[src/rtl/sparc_ctrl_pipe.sv]
// sparc_ctrl_pipe: SPARC V8 control decode feeding a short registered control
// pipeline with stall/flush, plus a counter of retired useful instructions.
module sparc_ctrl_pipe #(
  parameter int STAGES      = 3,
  parameter int FLUSH_DEPTH = 2,
  parameter int CNT_W       = 16
) (
  input  logic                  clk,
  input  logic                  clr,
  input  logic [31:0]           instr,
  input  logic                  in_valid,
  input  logic                  stall,
  input  logic                  flush,
  output logic [STAGES*19-1:0]  ctrl_out,
  output logic [STAGES-1:0]     valid_out,
  output logic [CNT_W-1:0]      retired_cnt
);

  localparam int B_ILLEGAL    = 18;
  localparam int B_CALL       = 17;
  localparam int B_BRANCH     = 16;
  localparam int B_JMPL       = 15;
  localparam int B_SETHI      = 14;
  localparam int B_LOAD       = 13;
  localparam int B_STORE      = 12;
  localparam int B_RF_LE      = 11;
  localparam int B_CC_WRITE   = 10;
  localparam int B_IMM        = 9;
  localparam int B_MEM_SIGNED = 8;
  localparam int B_ANNUL      = 1;
  localparam int B_NOP        = 0;

  logic [1:0]  op;
  logic [2:0]  op2;
  logic [5:0]  op3;
  logic [18:0] dec;

  logic [STAGES-1:0][18:0] stg_q, stg_d;
  logic [STAGES-1:0]       vld_q, vld_d;
  logic [18:0]             last_word;
  logic                    retire;

  assign op  = instr[31:30];
  assign op2 = instr[24:22];
  assign op3 = instr[24:19];

  // Combinational instruction decode into the 19-bit control word
  always_comb begin
    dec = '0;
    if (instr == 32'h0100_0000) begin
      dec[B_NOP] = 1'b1;
    end else begin
      case (op)
        2'b01: begin
          dec[B_CALL]  = 1'b1;
          dec[B_RF_LE] = 1'b1;
        end
        2'b00: begin
          if (op2 == 3'b100) begin
            dec[B_SETHI] = 1'b1;
            dec[B_RF_LE] = 1'b1;
          end else if (op2 == 3'b010) begin
            dec[B_BRANCH] = 1'b1;
            dec[B_ANNUL]  = instr[29];
          end else begin
            dec[B_ILLEGAL] = 1'b1;
          end
        end
        2'b10: begin
          if (!op3[5]) begin
            dec[5:2]        = op3[3:0];
            dec[B_CC_WRITE] = op3[4];
            dec[B_RF_LE]    = 1'b1;
            dec[B_IMM]      = instr[13];
          end else if (op3 == 6'b111000) begin
            dec[B_JMPL]  = 1'b1;
            dec[B_RF_LE] = 1'b1;
            dec[B_IMM]   = instr[13];
          end else begin
            dec[B_ILLEGAL] = 1'b1;
          end
        end
        default: begin
          dec[B_STORE]      = op3[2];
          dec[B_LOAD]       = ~op3[2];
          dec[B_RF_LE]      = ~op3[2];
          dec[B_IMM]        = instr[13];
          dec[B_MEM_SIGNED] = op3[3];
          case (op3[1:0])
            2'b01:   dec[7:6] = 2'b00;
            2'b10:   dec[7:6] = 2'b01;
            2'b00:   dec[7:6] = 2'b10;
            default: dec[7:6] = 2'b11;
          endcase
        end
      endcase
    end
  end

  // Next-state of every stage; flush overrides stall, squashed stages carry a zero word
  always_comb begin
    stg_d = stg_q;
    vld_d = vld_q;
    if (flush) begin
      stg_d[0] = '0;
      vld_d[0] = 1'b0;
    end else if (!stall) begin
      stg_d[0] = in_valid ? dec : '0;
      vld_d[0] = in_valid;
    end
    for (int k = 1; k < STAGES; k++) begin
      if (flush && (k < FLUSH_DEPTH)) begin
        stg_d[k] = '0;
        vld_d[k] = 1'b0;
      end else if (!flush && stall && (k == 1)) begin
        stg_d[k] = '0;
        vld_d[k] = 1'b0;
      end else begin
        stg_d[k] = stg_q[k-1];
        vld_d[k] = vld_q[k-1];
      end
    end
  end

  // Pipeline stage registers
  always_ff @(posedge clk or posedge clr) begin
    if (clr) begin
      stg_q <= '0;
      vld_q <= '0;
    end else begin
      stg_q <= stg_d;
      vld_q <= vld_d;
    end
  end

  assign last_word = stg_q[STAGES-1];
  assign retire    = vld_q[STAGES-1] & ~last_word[B_NOP] & ~last_word[B_ILLEGAL];

  // Count words leaving the last stage that did real work
  always_ff @(posedge clk or posedge clr) begin
    if (clr) begin
      retired_cnt <= '0;
    end else if (retire) begin
      retired_cnt <= retired_cnt + CNT_W'(1);
    end
  end

  assign ctrl_out  = stg_q;
  assign valid_out = vld_q;

endmodule
[config.mk]
export PLATFORM = sky130hd
export DESIGN_NAME = sparc_ctrl_pipe
export DESIGN_NICKNAME = d
export VERILOG_FILES = /design/src/rtl/sparc_ctrl_pipe.sv
export SDC_FILE = /design/constraint.sdc
export NUM_CORES = 1
export LEC_CHECK = 0
export BUFFER_PORTS_ARGS = -buffer_cell sky130_fd_sc_hd__clkbuf_2
export CAP_MARGIN = 20
export CORE_ASPECT_RATIO = 0.6
export CORE_UTILIZATION = 40
export CTS_CLUSTER_DIAMETER = 30
export DETAILED_ROUTE_END_ITERATION = 12
export GPL_TIMING_DRIVEN = 0
export PLACE_DENSITY = 0.64
export RECOVER_POWER = 25
export SYNTH_ARGS = -nofsm -noshare
export SYNTH_HDL_FRONTEND = slang
export SYNTH_SLANG_ARGS = --single-unit
[constraint.sdc]
create_clock -name clk -period 2.9 [get_ports clk]
set_input_delay 0.29 -clock clk [delete_from_list [all_inputs] [get_ports clk]]
set_output_delay 0.29 -clock clk [all_outputs]
set_load 0.01 [all_outputs]
==> results of run 1 <==
[Yosys cell counts, types with 2 or more instances]
cell type | count | area, sq um
a21oi_1 | 3 | 15.0
a22o_1 | 9 | 78.8
and2_1 | 20 | 125
and3_1 | 3 | 18.8
buf_4 | 21 | 158
clkbuf_1 | 4 | 15.0
dfrtp_1 | 76 | 1900
ha_1 | 4 | 50.1
inv_1 | 5 | 18.8
nand2_1 | 22 | 82.6
nand2b_1 | 2 | 12.5
nand3_1 | 6 | 30.0
nand4_1 | 4 | 25.0
nor2_1 | 7 | 26.3
nor2b_1 | 3 | 18.8
nor3_1 | 5 | 25.0
nor4_1 | 6 | 37.5
o21ai_0 | 7 | 35.0
xnor2_1 | 9 | 78.8
xor2_1 | 6 | 52.6
[layout by cell type (no fill, tap or decap), types with 7 or more instances in the layout]
master | netlist | routed
o21ai_0 | 7 | 7
nor2_1 | 7 | 7
xnor2_1 | 9 | 9
clkbuf_16 | 0 | 9
and2_0 | 0 | 16
clkbuf_2 | 0 | 109
dfrtp_1 | 76 | 76
clkbuf_1 | 4 | 8
buf_4 | 21 | 21
nand2_1 | 22 | 22
a22o_1 | 9 | 9
[area by class of cell]
class                           count  area, sq um
Fill cell                         623         2920
Sequential cell                    76         1900
Multi-Input combinational cell    131          880
Timing Repair Buffer              113          591
Clock buffer                       11          233
Buffer                             26          178
Tap cell                          100          125
Clock inverter                      5         85.1
Inverter                            5         20.0
[worst min path at each step]
| stage | depth (start not counted) | startpoint | slack (ns) | end |
|---|---|---|---|---|
| floorplan | 0 | ctrl_out[19] | 0.35 | last_word[0] |
| global placement | 0 | ctrl_out[23] | 0.36 | last_word[4] |
| detailed placement | 2 | clr | 0.16 | last_word[16] |
| CTS | 2 | instr[13] | 0.19 | ctrl_out[9] |
| global route | 2 | instr[13] | 0.20 | ctrl_out[9] |
| finish | 2 | instr[13] | 0.20 | ctrl_out[9] |
[through the flow]
step	utilization, %	total power (W)	hold slack (ns)
global route	57.9	0.00259	0.200
global placement	52.8	0.00131	0.358
CTS	57.9	0.00250	0.191
floorplan	-	0.00123	0.355
detailed placement	53.2	0.00132	0.158
finish	57.9	0.00247	0.198
[power by group through the flow]
stage | logic [W] | clock network, W | registers (W)
CTS | 0.000177 | 0.00120 | 0.00112
global route | 0.000196 | 0.00126 | 0.00113
finish | 0.000172 | 0.00118 | 0.00112
floorplan | 0.0000782 | 0 | 0.00115
global placement | 0.000168 | 0 | 0.00114
detailed placement | 0.000176 | 0 | 0.00114
[metal layers]
layer	wire length, microns	global-route usage (%)	vias to the layer above
met5	0	0	-
met4	98	6.91	0
met3	430	5.68	9
met2	2680	25.5	103
met1	3130	24.5	965
li1	-	-	1044
[state kept, by name (all words and copies together), names as in the netlist]
| register | count |
|---|---|
| last_word | 19 |
| retired_cnt | 16 |
| valid_out | 3 |
| ctrl_out | 38 |
[kinds of logic after synthesis]
logic type,count (synthesis),synth area share (%)
fa+ha+maj,4,1.68
flops,76,63.9
xor+xnor,15,4.41
simple gates,86,17.1
buf+inv,31,6.60
mux,1,0.378
compound gates,25,6.01
[worst max-delay path, stage by stage (launching register included)]
cell	delay (ns)
dfrtp_1	0.41
nor3b_4	0.36
and3_1	0.22
buf_4	0.15
nand4_1	0.11
xnor2_1	0.16
==> flow_summary_export.csv, run 1 <==
group,metric,value,unit
routing,first_iter_violations,114,
sta,rsz0062_at_grt,"false",
global_route,grt.overflow.total,0,
finish,stdcell_count,467,
die,core.rowCount,23,
cts,cts-resized-gates,0,
routing,route.detailed.drc,0,
power,combinationalPowerShare,7.0,%
power,p_sw,0.000550,W
status,outcome,"completed",
routing,drtPass1Iterations,4,
placement,place_hpwl,4700,microns
sta,max_freq,657,MHz
worst_setup_path,path_max_fanout,6,
die,ios,113,
finish,fin_area,4010,sq um
sta,finClkSkew,0.00654,ns
die,die_y,68.8,microns
min_path,holdCritPathClass,"primary input to register",
worst_setup_path,rrSetupSlack,1.38,ns
worst_setup_path,worst_r2r_path_depth,5,
worst_setup_path,cp.arrival,1.73,ns
sta,maxSlewViolCount,0,
global_route,grt_max_degree,74,
power,cellPowerDensity,616,nW/um^2
power,ir_drop,0.218,mV
global_route,track_usage,17.6,%
global_route,grt_pass1_wl,9930,microns
synth,syn-num-nets,279,
sta,setup_viol,0,
synth,synth_flop_cell,"dfrtp_1",
power,p_sw_share,22.2,%
sta,period_minus_slack,1.52,ns
synth,ys_ff_latch,76,
finish,syn2layout_area_growth,34.7,%
routing,antenna_left,0,
worst_setup_path,r2r-end,"retired_cnt[15]",
placement,gp_congestion,0.742,
routing,routed_via_density,4.54,
sta,worst_slack,1.38,ns
cts,clockBufferDepth,2,
sta,finalHoldViolations,0,
power,p_clk_share,47.6,%
synth,yosys_warnings,0,
worst_setup_path,r2r-start,"last_word[0]",
die,fp.coreArea,6940,sq um
synth,netlist_instances,238,
routing,vias,2121,
finish,final_nets,403,
power,p_int,0.00192,W
worst_setup_path,setup.worst_path.start_class,"register",
power,p_leak,2.18,nW
finish,antennaDiodeCount,0,
cts,cts_inserted_buffers,9,
placement,pre_cts_slack,1.32,ns
die,die-area,7810,sq um
die,die_w,113,microns
synth,synth.avg_cell_area,12.5,sq um
cts,cts_num_sinks,76,
cts,cts_setup_buffers,0,
die,start_util,42.9,%
synth,synth_edf_count,0,
global_route,grt_pass1_vias,1938,
synth,synth_area,2980,sq um
power,power_frac_seq,45.5,%
cts,cts_root_buf,"clkbuf_16",
worst_setup_path,crit_start,"last_word[0]",
routing,wirelength,6350,microns
cts,cts-hold-fix-buffers,1,
worst_setup_path,crit_path_end_kind,"register",
sta,max_slew.worst_pin.slew,0.495,ns
sta,tns,0,ns
placement,portBuffers,111,
synth,seq_area_frac_synth,63.9,%
cts,clk_pin_slew,0.06,ns
worst_setup_path,path_class,"register to register",
finish,drive_above_1_share,42.0,%
placement,place_inst,450,
sta,fin_crit_sh,52.5,%
flow_run,cap_violations,0,
synth,yosysUniqueCellTypes,36,
cts,cts_tree,"done",
synth,ys_async_sr_fraction,100,%
cts,clock_latency,0.33,ns
global_route,antenna_found_initial,0,
sta,slew_headroom,67.0,%
cts,h-tree-depth,3,
routing,wire_per_inst,13.6,microns
placement,placed_cell_area,3690,sq um
worst_setup_path,crit_required,3.11,ns
worst_setup_path,cp-endpoint,"retired_cnt[15]",
(Power assumes the default switching activity.)
==> run 2: changes to the inputs <==
ABC_AREA = 1   (was not set)
PLACE_DENSITY = 0.65   (was 0.64)
clock period = 1.4 ns   (was 2.9 ns; I/O delays follow)
==> run 2 against run 1 <==
Net effect:
- via count is 29% higher
- highest routed layer unchanged
- sequential power is 110% higher
- critical endpoint is now retired_cnt[14]
- critical path type unchanged
- largest power group unchanged
- global-route usage rose by 1.7 points
- sequential share of layout area is 4.5 points lower
- clock-buffer cell count is 1 higher
- setup slack got worse by 1.4 ns
- critical path depth increased by 2
- flip-flop and latch count unchanged
==> flow_summary_export.csv, run 2 <==
group,metric,value,unit
synth,netlist_instances,372,
min_path,hold_end,"ctrl_out[1]",
die,die_y,73.0,microns
sta,period_minus_slack,1.39,ns
placement,portBuffers,111,
cts,cts_tree,"done",
synth,synth.most_common_cell,"dfrtp_1",
synth,ys_ff_latch,76,
routing,wirelength,7760,microns
power,power_frac_seq,44.9,%
sta,finClkSkew,0.00651,ns
worst_setup_path,r2r-start,"retired_cnt[0]",
finish,n_fill_cell,766,
synth,synth_top_area_share,56.7,%
synth,synth_commonest_cells,"dfrtp_1, inv_1, nand2_1, nor2_1, buf_4",
finish,final_common_cell,"clkbuf_2",
power,combinationalPowerShare,9.8,%
routing,routed_via_density,4.42,
finish,fin_area,4440,sq um
placement,place_hpwl,5940,microns
die,ios,113,
cts,cts_num_sinks,76,
flow_run,cap_violations,0,
routing,antenna_left,0,
finish,finish.utilization,55.5,%
routing,drtPass1Iterations,4,
cts,clk_pin_slew,0.06,ns
synth,synth_area_leaders,"dfrtp_1, inv_1, nand2_1",
global_route,track_usage,19.2,%
finish,largest_reg_flops,38,
synth,synth.avg_cell_area,9.02,sq um
synth,yosys_warnings,0,
finish,mostFrequentLayoutCells,"clkbuf_2, dfrtp_1, inv_1, nand2_1, nor2_1",
placement,placed_cell_area,4070,sq um
die,fp.coreArea,8010,sq um
power,p_int,0.00393,W
power,cellPowerDensity,1150,nW/um^2
global_route,grt.overflow.total,0,
die,start_util,41.9,%
finish,drive_above_1_share,33.2,%
finish,final_nets,545,
worst_setup_path,cp.arrival,1.60,ns
die,die_w,120,microns
power,p_sw,0.00119,W
power,p_leak,2.47,nW
power,p_sw_share,23.2,%
sta,slew_headroom,43.8,%
synth,seq_area_frac_synth,56.7,%
synth,syn-num-nets,413,
min_path,holdCritPathClass,"primary input to register",
cts,clock_latency,0.33,ns
synth,synth_area,3360,sq um
sta,maxSlewViolCount,0,
global_route,grt_max_degree,40,
worst_setup_path,worst_r2r_path_depth,7,
routing,vias,2729,
finish,syn2layout_area_growth,32.3,%
worst_setup_path,crit_path_end_kind,"register",
sta,fin_crit_sh,99.0,%
worst_setup_path,path_max_fanout,4,
min_path,min_from,"instr[29]",
global_route,grt_pass1_vias,2553,
cts,cts_root_buf,"clkbuf_16",
cts,h-tree-depth,3,
sta,max_slew.worst_pin.slew,0.841,ns
worst_setup_path,setup.worst_path.start_class,"register",
routing,route.detailed.drc,0,
synth,yosysUniqueCellTypes,27,
placement,gp_congestion,0.849,
global_route,antenna_found_initial,0,
die,die-area,8770,sq um
synth,yosys.area.top_type,"dfrtp_1",
cts,clockBufferDepth,2,
finish,antennaDiodeCount,0,
worst_setup_path,crit_required,1.61,ns
routing,wire_per_inst,12.6,microns
synth,synth_edf_count,0,
min_path,min_path_cells,3,
sta,finalHoldViolations,0,
sta,setup_viol,0,
sta,rsz0062_at_grt,"true",
cts,cts_inserted_buffers,9,
worst_setup_path,path_class,"register to register",
worst_setup_path,r2r-end,"retired_cnt[14]",
synth,ys_async_sr_fraction,100,%
sta,max_freq,722,MHz
global_route,grt_pass1_wl,12600,microns
worst_setup_path,rrSetupSlack,0.01,ns
die,core.rowCount,25,
routing,first_iter_violations,127,
status,outcome,"completed",
power,p_clk_share,45.3,%
power,ir_drop,0.691,mV
synth,synth_flop_cell,"dfrtp_1",
==> run 2: cell types whose count changed after synthesis, sizes merged, moves of 3 or more <==
cell,before,now
inv,5,69
nor2,7,62
nand2,22,63
and2,20,1
nand4,6,17
nand3,6,16
o21ai,7,17
a22o,9,0
nor4,6,0
xnor2,9,4
and3,4,0
o21bai,0,4
a21oi,3,0
nor2b,3,0
==> run 2: worst max path at each step <==
stage	from	endpoint	slack, ns	cells past startpoint
after global routing	retired_cnt[0]	retired_cnt[14]	-0.05	7
after detailed placement	last_word[0]	retired_cnt[14]	-0.009	7
after global placement	clr	last_word[10]	-0.13	2
after floorplan	retired_cnt[0]	retired_cnt[14]	0.12	7
after CTS	last_word[0]	retired_cnt[14]	0.02	7
final	retired_cnt[0]	retired_cnt[14]	0.01	7
==> run 2: metal layers <==
layer | track usage [%] | part of all wire (%) | vias to the layer above
li1 | - | - | 1382
met1 | 27.5 | 50 | 1235
met2 | 26.3 | 40 | 103
met3 | 7.58 | 7.9 | 9
met4 | 6.58 | 1.4 | 0
met5 | 0 | 0 | -
==> run 2: per-stage QoR <==
step	TNS (ns)	hold WS, ns	instances	setup slack, ns	total power [W]
detailed placement	-0.00920	0.341	592	-0.00920	0.00277
global placement	-9.51	0.360	591	-0.132	0.00275
global route	-0.0469	0.127	617	-0.0461	0.00533
floorplan	0	0.206	372	0.121	0.00258
CTS	0	0.110	611	0.0243	0.00515
finish	0	0.127	617	0.0142	0.00512
==> run 2: cell families after synthesis <==
kind of cell | synth area share, %
AOI/OAI and AO/OA | 3.62
xor gates and xnor gates | 2.09
adders and majority gates | 1.49
buffers and inverters | 13.1
DFF | 56.7
and+or+nand+nor | 23.0
==> run 2: worst max-delay path: stages, from the launching register on <==
cell and delay [ns]:
dfrtp_1 0.37, ha_2 0.20, nand3_1 0.12, inv_2 0.09, nand2_2 0.09, nor2_4 0.18, nand2_2 0.07, xor2_1 0.15
==> run 2: power by group through the flow <==
| stage | clock (W) | combinational (W) | sequential [W] |
|---|---|---|---|
| floorplan | 0 | 0.000210 | 0.00237 |
| global placement | 0 | 0.000397 | 0.00235 |
| detailed placement | 0 | 0.000416 | 0.00235 |
| CTS | 0.00237 | 0.000487 | 0.00229 |
| global route | 0.00246 | 0.000566 | 0.00230 |
| finish | 0.00232 | 0.000502 | 0.00230 |
==> run 2: final cells by class <==
class,instances,area [sq um],area share (%)
buffer,26,176,3.97
clock buffer,12,256,5.78
sequential,76,1900,42.9
clock inverter,4,47.5,1.07
timing repair buffer,121,642,14.5
multi-input combinational,201,1020,22.9
inverter,69,263,5.92
tap,108,135,3.04
==> run 2: repair_timing <==
action / CTS / global route
resized for setup: 1 / 5
hold endpoints to repair: 38 / 0
endpoints found under the setup margin: 1 / 4
pin swaps: 0 / 3
buffers inserted: 2 / 6
hold buffers: 1 / 0
==> run 3: changes to the inputs <==
ABC_AREA = not set   (was 1)
PLACE_DENSITY = 0.67   (was 0.65)
==> run 3 against run 2 <==
Net effect:
- total power is 0.55% higher
- flip-flop and latch count unchanged
- clock-buffer cell count unchanged
- largest power group unchanged
- hold slack got worse by 0.065 ns
- critical path type unchanged
==> flow_summary_export.csv, run 3 (same netlist as run 1, synthesis figures left out) <==
group,metric,value,unit
status,outcome,"completed",
routing,wl_met1,3170,microns
cts,cts_num_sinks,76,
sta,fin_crit_sh,97.1,%
worst_setup_path,worst-path-buf-inv,0,
power,p_clk_share,47.8,%
global_route,grt_pass1_vias,2040,
die,core.rowCount,23,
sta,max_freq,736,MHz
cts,cts_inserted_buffers,9,
sta,finalHoldViolations,0,
power,power_frac_seq,45.2,%
finish,antennaDiodeCount,0,
sta,rsz0062_at_grt,"true",
global_route,grt.overflow.total,0,
global_route,grt_pass1_wl,10500,microns
routing,route.detailed.drc,0,
global_route,track_usage,18.7,%
routing,wirelength,6580,microns
flow_run,cap_violations,0,
cts,cts_root_buf,"clkbuf_16",
sta,maxSlewViolCount,0,
power,p_sw_share,21.9,%
routing,wire_per_inst,14.0,microns
worst_setup_path,cp_slowest_cell,"dfrtp_1",
die,die-area,7810,sq um
finish,syn2layout_area_growth,36.1,%
routing,vias,2173,
sta,slew_headroom,46.7,%
power,combinationalPowerShare,7.0,%
sta,finClkSkew,0.00506,ns
routing,routed_via_density,4.62,
worst_setup_path,setup.worst_path.start_class,"register",
cts,clk_pin_slew,0.06,ns
worst_setup_path,path_class,"register to register",
finish,largest_reg_flops,38,
power,p_sw,0.00112,W
worst_setup_path,slowest_delay,0.41,ns
die,ios,113,
routing,antenna_left,0,
min_path,holdCritPathClass,"primary input to register",
placement,portBuffers,111,
sta,max_slew.worst_pin.slew,0.798,ns
power,total_power,0.00514,W
worst_setup_path,cp.arrival,1.57,ns
routing,first_iter_violations,138,
worst_setup_path,crit_path_end_kind,"register",
power,ir_drop,0.827,mV
cts,clock_latency,0.33,ns
routing,drtPass1Iterations,4,
placement,gp_congestion,0.850,
worst_setup_path,cpLargestDelayFamily,"simple AND/OR/NAND/NOR gates",
cts,clockBufferDepth,2,
finish,mostFrequentLayoutCells,"clkbuf_2, dfrtp_1, buf_4, nand2_1, clkbuf_1",
sta,setup_viol,0,
power,p_leak,2.17,nW
die,fp.coreArea,6940,sq um
worst_setup_path,crit_chain,"nor3b_4 -> and3_4 -> nand4_1 -> xnor2_1",
global_route,antenna_found_initial,0,
routing,highest_layer,"met4",
power,p_int,0.00402,W
finish,final_nets,406,
sta,tns,0,ns
worst_setup_path,path_max_fanout,6,
worst_setup_path,crit_required,1.61,ns
power,cellPowerDensity,1270,nW/um^2
sta,period_minus_slack,1.36,ns
finish,drive_above_1_share,41.9,%
finish,n_fill_cell,619,
global_route,grt_max_degree,40,
routing,wl_met3,458,microns
die,start_util,42.9,%
placement,place_hpwl,4880,microns
die,die_w,113,microns
finish,final_common_cell,"clkbuf_2",
routing,wl_met2,2860,microns
cts,h-tree-depth,3,
cts,cts_tree,"done",
die,die_y,68.8,microns
[run 3: cell count changes in the layout (fill, tap and decap cells not counted), sizes merged, moves of 5 or more]
cell,change
a22o,+9
and2,+19
inv,-64
nand2,-41
nand3,-10
nand4,-11
nor2,-55
nor4,+6
o21ai,-10
xnor2,+5
[run 3: final cells by class]
class	instances	area, sq um	area share (%)
Inverter	5	22.5	0.556
Clock inverter	4	72.6	1.79
Buffer	25	170	4.20
Timing Repair Buffer	117	602	14.9
Clock buffer	12	246	6.08
Multi-Input combinational cell	131	908	22.4
Tap cell	100	125	3.09
Sequential cell	76	1910	47.0
[run 3: path summary, 6_finish.rpt]
check                                   from               to  slack (ns)  cells after the start
max in group asynchronous                clr     valid_out[1]        0.25                      4
worst min register to register  ctrl_out[32]    last_word[13]        0.37                      0
min in group asynchronous                clr  retired_cnt[13]        0.50                      3
worst min-delay path               instr[29]      ctrl_out[1]        0.06                      2
worst max register to register  last_word[0]  retired_cnt[13]        0.04                      4
worst max-delay path            last_word[0]  retired_cnt[13]        0.04                      4
[run 3: power by group through the flow]
stage / clock network [W] / logic [W] / registers [W]
5_1_grt: 0.00263 / 0.000414 / 0.00233
6_report: 0.00246 / 0.000360 / 0.00232
3_3_place_gp: 0 / 0.000350 / 0.00236
3_5_place_dp: 0 / 0.000364 / 0.00236
2_1_floorplan: 0 / 0.000163 / 0.00238
4_1_cts: 0.00252 / 0.000369 / 0.00232
[run 3: per-stage QoR]
| step | worst slack [ns] | cells | hold slack, ns | cell area [sq um] | utilization [%] |
|---|---|---|---|---|---|
| after floorplan | -0.0326 | 238 | 0.249 | 2980 | - |
| after global placement | -0.105 | 449 | 0.360 | 3660 | 52.8 |
| after detailed placement | -0.105 | 450 | 0.325 | 3680 | 53.1 |
| after CTS | -0.0315 | 469 | 0.0460 | 4040 | 58.3 |
| after global routing | -0.0374 | 470 | 0.0489 | 4050 | 58.4 |
| final | 0.0411 | 470 | 0.0623 | 4050 | 58.4 |
[run 3: timing repair]
action	4_1_cts	5_1_grt
endpoints found under the hold margin	37	0
setup buffers	2	2
hold buffers	1	0
setup endpoints to repair	8	10
pin swaps	2	8
gates resized for setup	3	7
[run 3: metal layers]
| metal | vias to the layer above | track usage [%] |
|---|---|---|
| li1 | 1046 | - |
| met1 | 1044 | 26.0 |
| met2 | 75 | 26.5 |
| met3 | 8 | 7.34 |
| met4 | 0 | 6.91 |
| met5 | - | 0 |
[run 3: worst reg2reg max path, cell delays in order (launching register included)]
cell     delay, ns
dfrtp_1       0.41
nor3b_4       0.29
and3_4        0.29
nand4_1       0.12
xnor2_1       0.14
